File: src/rtl/uart_rx_fifo_if.sv
// Receiver-to-consumer bundle for the UART receive byte FIFO.
// The master drives receiver and consumer strobes; the slave is the FIFO itself.
interface uart_rx_fifo_if #(
  parameter int DEPTH = 16
) ();
  localparam int CW = $clog2(DEPTH) + 1;

  logic [7:0]    rx_data;
  logic          rx_data_ready;
  logic          flush;
  logic          out_ready;
  logic          overflow_clr;
  logic [7:0]    out_data;
  logic          out_valid;
  logic [CW-1:0] count;
  logic          almost_full;
  logic          overflow;

  modport master (
    output rx_data, rx_data_ready, flush, out_ready, overflow_clr,
    input  out_data, out_valid, count, almost_full, overflow
  );

  modport slave (
    input  rx_data, rx_data_ready, flush, out_ready, overflow_clr,
    output out_data, out_valid, count, almost_full, overflow
  );
endinterface

File: src/rtl/uart_rx_fifo.sv
// FWFT byte FIFO behind the UART receiver: one push per data_ready rising edge, 1-cycle latency.
// Consumer backpressure via out_ready; bytes arriving while full (and not popping) are dropped and flagged.
module uart_rx_fifo #(
  parameter int DEPTH       = 16,
  parameter int AFULL_LEVEL = 12
) (
  input  logic           clk,
  input  logic           nRst,
  uart_rx_fifo_if.slave  bus
);
  localparam int PW = $clog2(DEPTH);
  localparam int CW = PW + 1;

  localparam logic [CW-1:0] FULL_CNT  = CW'(DEPTH);
  localparam logic [CW-1:0] AFULL_CNT = CW'(AFULL_LEVEL);

  logic [7:0]    mem_q [DEPTH];
  logic [PW-1:0] wr_ptr_q, wr_ptr_d;
  logic [PW-1:0] rd_ptr_q, rd_ptr_d;
  logic [CW-1:0] count_q, count_d;
  logic          rdy_q;
  logic          overflow_q, overflow_d;

  logic push_req;
  logic pop;
  logic push;
  logic drop;
  logic full;
  logic not_empty;

  assign not_empty = (count_q != '0);
  assign full      = (count_q == FULL_CNT);
  assign push_req  = bus.rx_data_ready & ~rdy_q;
  assign pop       = not_empty & bus.out_ready;
  // Popping a full FIFO frees the slot the incoming byte needs.
  assign push      = push_req & (~full | pop);
  // A byte lost to flush is intentional, not an overflow.
  assign drop      = push_req & full & ~pop & ~bus.flush;

  always_comb begin
    wr_ptr_d   = wr_ptr_q;
    rd_ptr_d   = rd_ptr_q;
    count_d    = count_q;
    overflow_d = overflow_q;

    if (bus.flush) begin
      wr_ptr_d = '0;
      rd_ptr_d = '0;
      count_d  = '0;
    end else begin
      if (push) wr_ptr_d = wr_ptr_q + 1'b1;
      if (pop)  rd_ptr_d = rd_ptr_q + 1'b1;
      if (push && !pop)      count_d = count_q + 1'b1;
      else if (pop && !push) count_d = count_q - 1'b1;
    end

    if (drop)                  overflow_d = 1'b1;
    else if (bus.overflow_clr) overflow_d = 1'b0;
  end

  // rdy_q resets high so a data_ready already asserted at reset release is ignored.
  always_ff @(posedge clk) begin
    if (!nRst) begin
      wr_ptr_q   <= '0;
      rd_ptr_q   <= '0;
      count_q    <= '0;
      rdy_q      <= 1'b1;
      overflow_q <= 1'b0;
    end else begin
      wr_ptr_q   <= wr_ptr_d;
      rd_ptr_q   <= rd_ptr_d;
      count_q    <= count_d;
      rdy_q      <= bus.rx_data_ready;
      overflow_q <= overflow_d;
    end
  end

  always_ff @(posedge clk) begin
    if (nRst && push && !bus.flush) mem_q[wr_ptr_q] <= bus.rx_data;
  end

  assign bus.out_data    = not_empty ? mem_q[rd_ptr_q] : 8'h00;
  assign bus.out_valid   = not_empty;
  assign bus.count       = count_q;
  assign bus.almost_full = (count_q >= AFULL_CNT);
  assign bus.overflow    = overflow_q;
endmodule

File: src/flat_wrapper.sv
// flat-port wrapper written by rule: the top's interface ports become plain ports
module uart_rx_fifo_flat 
#(
  parameter int DEPTH       = 16,
  parameter int AFULL_LEVEL = 12
)
  (clk, nRst, bus_rx_data, bus_rx_data_ready, bus_flush, bus_out_ready, bus_overflow_clr, bus_out_data, bus_out_valid, bus_count, bus_almost_full, bus_overflow);
  uart_rx_fifo_if #(.DEPTH(DEPTH)) bus_i ();
  input  logic clk;
  input  logic nRst;
  input wire logic [$bits(bus_i.rx_data)-1:0] bus_rx_data;
  input wire logic [$bits(bus_i.rx_data_ready)-1:0] bus_rx_data_ready;
  input wire logic [$bits(bus_i.flush)-1:0] bus_flush;
  input wire logic [$bits(bus_i.out_ready)-1:0] bus_out_ready;
  input wire logic [$bits(bus_i.overflow_clr)-1:0] bus_overflow_clr;
  output wire logic [$bits(bus_i.out_data)-1:0] bus_out_data;
  output wire logic [$bits(bus_i.out_valid)-1:0] bus_out_valid;
  output wire logic [$bits(bus_i.count)-1:0] bus_count;
  output wire logic [$bits(bus_i.almost_full)-1:0] bus_almost_full;
  output wire logic [$bits(bus_i.overflow)-1:0] bus_overflow;
  assign bus_i.rx_data = bus_rx_data;
  assign bus_i.rx_data_ready = bus_rx_data_ready;
  assign bus_i.flush = bus_flush;
  assign bus_i.out_ready = bus_out_ready;
  assign bus_i.overflow_clr = bus_overflow_clr;
  assign bus_out_data = bus_i.out_data;
  assign bus_out_valid = bus_i.out_valid;
  assign bus_count = bus_i.count;
  assign bus_almost_full = bus_i.almost_full;
  assign bus_overflow = bus_i.overflow;
  uart_rx_fifo #(.DEPTH(DEPTH), .AFULL_LEVEL(AFULL_LEVEL)) u_core (.clk(clk), .nRst(nRst), .bus(bus_i));
endmodule
File: config.mk
export PLATFORM = sky130hd
export DESIGN_NAME = uart_rx_fifo_flat
export DESIGN_NICKNAME = d
export VERILOG_FILES = /design/src/rtl/uart_rx_fifo_if.sv /design/src/rtl/uart_rx_fifo.sv /design/src/flat_wrapper.sv
export SDC_FILE = /design/constraint.sdc
export NUM_CORES = 1
export LEC_CHECK = 0
export CORE_ASPECT_RATIO = 1.1
export CORE_MARGIN = 3
export CORE_UTILIZATION = 45
export CTS_CLUSTER_DIAMETER = 120
export CTS_CLUSTER_SIZE = 10
export DETAILED_ROUTE_END_ITERATION = 10
export GPL_TIMING_DRIVEN = 1
export PLACE_DENSITY = 0.68
export SYNTH_ARGS = -nofsm -noshare
export SYNTH_HDL_FRONTEND = slang
export SYNTH_SLANG_ARGS = --single-unit
File: constraint.sdc
create_clock -name clk -period 3.1 [get_ports clk]
set_input_delay 0.62 -clock clk [delete_from_list [all_inputs] [get_ports clk]]
set_output_delay 0.62 -clock clk [all_outputs]
set_load 0.005 [all_outputs]
Word level (Yosys, flattened, before mapping):

Memory sizes are Yosys's and may differ from the RTL's. A register that Yosys moved wholly into a read port is not among the register bits.
Index checks and enable logic that the tools add are counted.
Widths: inputs -> output; s select.

* bitwise gates (word level): 12
* eq/ne operators: 1
* $lt $le $gt $ge: 1
* muxes and demuxes: 9
* add/subtract/negate cells: 4
* reduce and logical (&&, ||, !) cells: 11

Operators with widths (count)
* $mux 5: 2
* $add 4x1->4 const B: 2
* $mux 4: 2
* $mux 8: 1
* $and 1x1->1: 6
* $add 5x1->5 const B: 1
* $eq 5x5->1 const B: 1
* $ge 5x4->1 const B: 1
* $not 1->1: 5
* $reduce_bool 5->1: 1
* $sub 5x1->5 const B: 1
* $logic_and 1x1->1: 4
* $mux 1: 4
* $reduce_bool 2->1: 2
* $logic_not 1->1: 3
* $reduce_or 2->1: 1
* $or 1x1->1: 1

* logic and storage cells: 44
* flip-flop bits (word level): 15
* RAM bits: 128
* memories: 1
* input port bits: 14

Memory list
* u_core.mem_q: words 16, width 8, rd ports 1, clocked after Yosys merged registers in 1, wr ports 1, RTL line uart_rx_fifo.sv:17 `logic [7:0] mem_q [DEPTH];`

Longest topological paths before layout:

* depth after elaboration: 8
* gate-level depth with buffers: 9
* gate-level depth less buffers: 9

Worst setup path before layout:

Ideal clock, no wire load.

* path type: flip-flop to flip-flop
* from: reg u_core.count_q[0], in the netlist u_core.bus.count[0]
* to: reg u_core.count_q[4], in the netlist u_core.bus.count[4]
* library setup time: 72 ps
* arrival time: 2343 ps
* cell stages (with the launch flop): 9
* path buffers: 0
* setup slack: 685 ps
* clock period less this slack: 2415 ps
* path through: dfxtp_1 -> nor4_1 -> a21oi_2 -> ha_1 -> fa_1 -> nand2b_1 -> a21oi_1 -> mux2i_1 -> mux2i_1

* word-level cells in the longest chain between the ends: 7
* elaborated cells on any way between the ends: 15
* those cells by class: add/sub (2); eq/ne (1); mux (2); bitwise (4); reduce/logical (6)

RTL lines
* start: declaration: RTL line uart_rx_fifo.sv:20 `logic [CW-1:0] count_q, count_d;`
* start signal: assignment: RTL line uart_rx_fifo.sv:72 `count_q <= count_d;`
* $reduce_bool 5->1 or $eq 5x5->1 (tied branches): RTL line uart_rx_fifo.sv:31, uart_rx_fifo.sv:32
* $and 1x1->1 or $not 1->1 (tied branches): RTL line uart_rx_fifo.sv:34, uart_rx_fifo.sv:36
* $or 1x1->1: RTL line uart_rx_fifo.sv:36 `assign push = push_req & (~full | pop);`
* $and 1x1->1: RTL line uart_rx_fifo.sv:36
* $logic_not 1->1: RTL line uart_rx_fifo.sv:54 `else if (pop && !push) count_d = count_q - 1'b1;`
* $logic_and 1x1->1: RTL line uart_rx_fifo.sv:54
* $reduce_bool 2->1 (no source line)

Several ways; a longest one is shown, not always the timed one. The select of a mux whose other input is x is not followed.
A chain may end at the register's enable or synchronous reset.

Worst setup path in the final report:

* from: reg u_core.count_q[0], in the netlist u_core.bus.count[0]
* to: out bus_out_valid

* word-level cells in the longest chain between the ends: 1

RTL lines
* $reduce_bool 5->1: RTL line uart_rx_fifo.sv:31 `assign not_empty = (count_q != '0);`
* end: declaration: RTL line flat_wrapper.sv:17 `output wire logic [$bits(bus_i.out_valid)-1:0] bus_out_valid;`

Every way passes these cells.

==> summary.md <==
| Metric | Value |
|---|---|
| Leakage | `2.41 nW` |
| Total track usage | `16.4%` |
| Outcome | `completed` |
| Final Critical Period | `2.97 ns` |
| Mapped Area | `6000 µm²` |
| Die width | `116 µm` |
| Critical Path RT | `2.48 ns` |
| Seq pwr share | `49.7%` |
| Share of layout cells above drive strength 1 | `22.3%` |
| Root Driver | `clkbuf_16` |
| Clk sink count | `147` |
| Sw Ratio | `22.0%` |
| CTS HTree Levels | `4` |
| Commonest non-fill, non-tap cell in the layout | `edfxtp_1` |
| Total congestion overflow | `0` |
| Final nets | `411` |
| Syn. warnings | `0` |
| Initial antenna violation count | `0` |
| Drt drc | `0` |
| Fin Setup TNS | `0 ns` |
| Routed Antenna Nets | `0` |
| CP max stage delay | `0.59 ns` |
| Post-synth top area share | `64.1%` |
| Pre-Repair DR Iteration Count | `6` |
| Initial drt markers | `183` |
| WP data arrival | `2.35 ns` |
| CP startpoint kind | `register` |
| Cell taking the most area after synthesis | `edfxtp_1` |
| # diodes | `0` |
| CTS tree | `built` |
| Final Skew | `0.0101 ns` |
| Synth top area cells | `edfxtp_1, mux4_2, dfxtp_1` |
| Final GP Congestion | `0.778` |
| Final Setup Violations | `0` |
| Die ar. | `14800 µm²` |
| Crit share post-route | `95.6%` |
| Dpl hpwl | `7.17 mm` |
| CP Class | `register to output port` |
| Max-cap violations | `0` |
| Tot Pwr | `4.37 mW` |
| Clock power frac | `43.4%` |
| First-pass GRT wire length | `17.9 mm` |
| Row count | `43` |
| Hold Vio Cnt, Final | `0` |
| Core Footprint | `12800 µm²` |
| Max-slew violation count | `0` |
| Io pins | `30` |
| TritonCTS Buffers | `17` |
| Routed WL | `11.0 mm` |
| CP bufs+invs | `2` |
| CP max FO | `9` |
| Largest net degree at the start of global routing | `33` |
| VDD IR max | `0.000384 V` |
| Slew HR | `53.6%` |
| Via count | `3100` |
| CP cell instances | `or4_4, nor2_2, inv_1, clkdlybuf4s50_1` |
| Vias in the first global route | `3292` |
| Via density | `5.57` |
| Syn Area/Cell | `18.1 µm²` |
| Synth cell types | `36` |
| Die height | `127 µm` |
| Logic pwr share | `6.9%` |
| Initial core utilization | `46.9%` |
| Synth-to-Final Area Change | `20.0%` |
| P_sw | `0.965 mW` |
| IO Port Bufs | `29` |
| Cells after Synth | `332` |
| Clock Latency Late Sink | `0.42 ns` |
| Highest Clock Rate | `337 MHz` |
| CTS hold repair buffers | `0` |
| RSZ-0062 raised after global routing | `false` |
| Clock Tree Buf Depth | `2` |
| Synth Register Bits | `147` |
| Power Density | `608 nW/µm²` |
| Routed len/inst | `19.8 µm` |
| Worst path top cell family by delay | `simple AND/OR/NAND/NOR gates` |
| Syn Nets | `356` |
| CP max-delay cell | `or4_4` |
| Slew of the pin with the lowest slew margin | `0.695 ns` |
| Most frequent cells in the layout | `edfxtp_1, nor2_1, mux4_2, buf_4, clkdlybuf4s50_1` |
| Hold Crit Class | `register to register` |
| Crit end category | `output port` |
| Clock-pin slew on the worst setup and hold paths | `0.06 ns` |
| Post-synthesis sequential area ratio | `70.4%` |
| Internal | `3.41 mW` |
| Fillers | `976` |
==> synthesized netlist by cell type <==
cell type  number
edfxtp_1      128
nor2_1         29
mux4_2         23
dfxtp_1        19
a211oi_1       17
mux2i_1        12
nor2b_1        10
ha_1            9
mux4_1          9
nand3_1         8
inv_1           7
nand2b_1        7
clkbuf_1        6
a21oi_1         5
buf_2           5
nand2_1         5
nor3_1          4
xor2_1          4
buf_4           3
a21o_1          2
buf_6           2
o211ai_1        2
or4_1           2
xnor2_1         2
a21oi_2         1
a31o_2          1
and2_1          1
buf_1           1
buf_12          1
fa_1            1
nand4b_1        1
nor2_2          1
nor4_1          1
o21ai_4         1
o32ai_1         1
or4_4           1
==> registers in the layout, indices dropped and copies added, names as in the netlist, named ones only <==
| register | count |
|---|---|
| u_core.rd_ptr_q | 4 |
| u_core.wr_ptr_q | 4 |
| u_core.mem_q | 128 |
| u_core.bus.overflow | 1 |
| u_core.rdy_q | 1 |
| u_core.bus.count | 5 |
==> per-layer routing <==
layer,global-route usage (%),share of wire [%],routed length [µm]
met1,21.0,43,4730
met2,27.4,52,5750
met3,4.12,3.7,411
met4,5.53,1.4,156
met5,0,0,0
==> cells by family after synthesis <==
kind of cell    count (synthesis)  synth area share (%)
simple gates                   70                  5.80
xor+xnor                        6                 0.876
buf+inv                        25                  2.38
compound gates                 30                  3.75
flops                         147                  70.4
mux                            44                  14.6
fa+ha+maj                      10                  2.21
==> area by class of cell <==
type	count	area [µm²]	share of cell area [%]
Clock buffer	17	425	5.91
Multi-Input combinational cell	160	1660	23.0
Inverter	7	26.3	0.365
Timing Repair Buffer	54	533	7.40
Clock inverter	15	133	1.84
Sequential cell	147	4230	58.7
Tap cell	157	196	2.73
==> power groups by stage <==
stage               Sequential [mW]  Combinational, mW  Clock, mW
floorplan                      2.21              0.166          0
global placement               2.22              0.304          0
detailed placement             2.22              0.314          0
CTS                            2.17              0.310       1.93
global route                   2.17              0.335       2.01
finish                         2.17              0.302       1.90
==> tightest hold or removal path, cell delays in order, from the launching register on <==
cell      delay (ns)
dfxtp_1         0.31
o211ai_1        0.07
nand2_1         0.06
==> worst paths after layout <==
path / from / end / slack, ns / cells after the start
max: u_core.bus.count[0] / bus_out_valid / 0.13 / 4
min: u_core.rd_ptr_q[3] / register / 0.49 / 2
max reg2reg: u_core.bus.count[0] / u_core.bus.count[4] / 0.49 / 9
min reg2reg: u_core.rd_ptr_q[3] / register / 0.49 / 2
==> through the flow <==
step | instances | cell area (µm²) | setup slack (ns) | util, % | hold WS, ns
2_1_floorplan | 332 | 6000 | 0.685 | - | 0.459
3_3_place_gp | 522 | 6560 | 0.251 | 51.2 | 0.475
3_5_place_dp | 522 | 6560 | 0.172 | 51.2 | 0.480
4_1_cts | 557 | 7180 | 0.000727 | 56.1 | 0.486
5_1_grt | 557 | 7200 | 0.00889 | 56.2 | 0.519
6_report | 557 | 7200 | 0.135 | 56.2 | 0.486
==> repair_timing <==
action / 4_1_cts / 5_1_grt
cloned: 1 / 0
endpoints found under the setup margin: 8 / 5
resized for setup: 9 / 6
setup buffers: 2 / 0
Note: power is estimated with default switching activity, not from simulation.
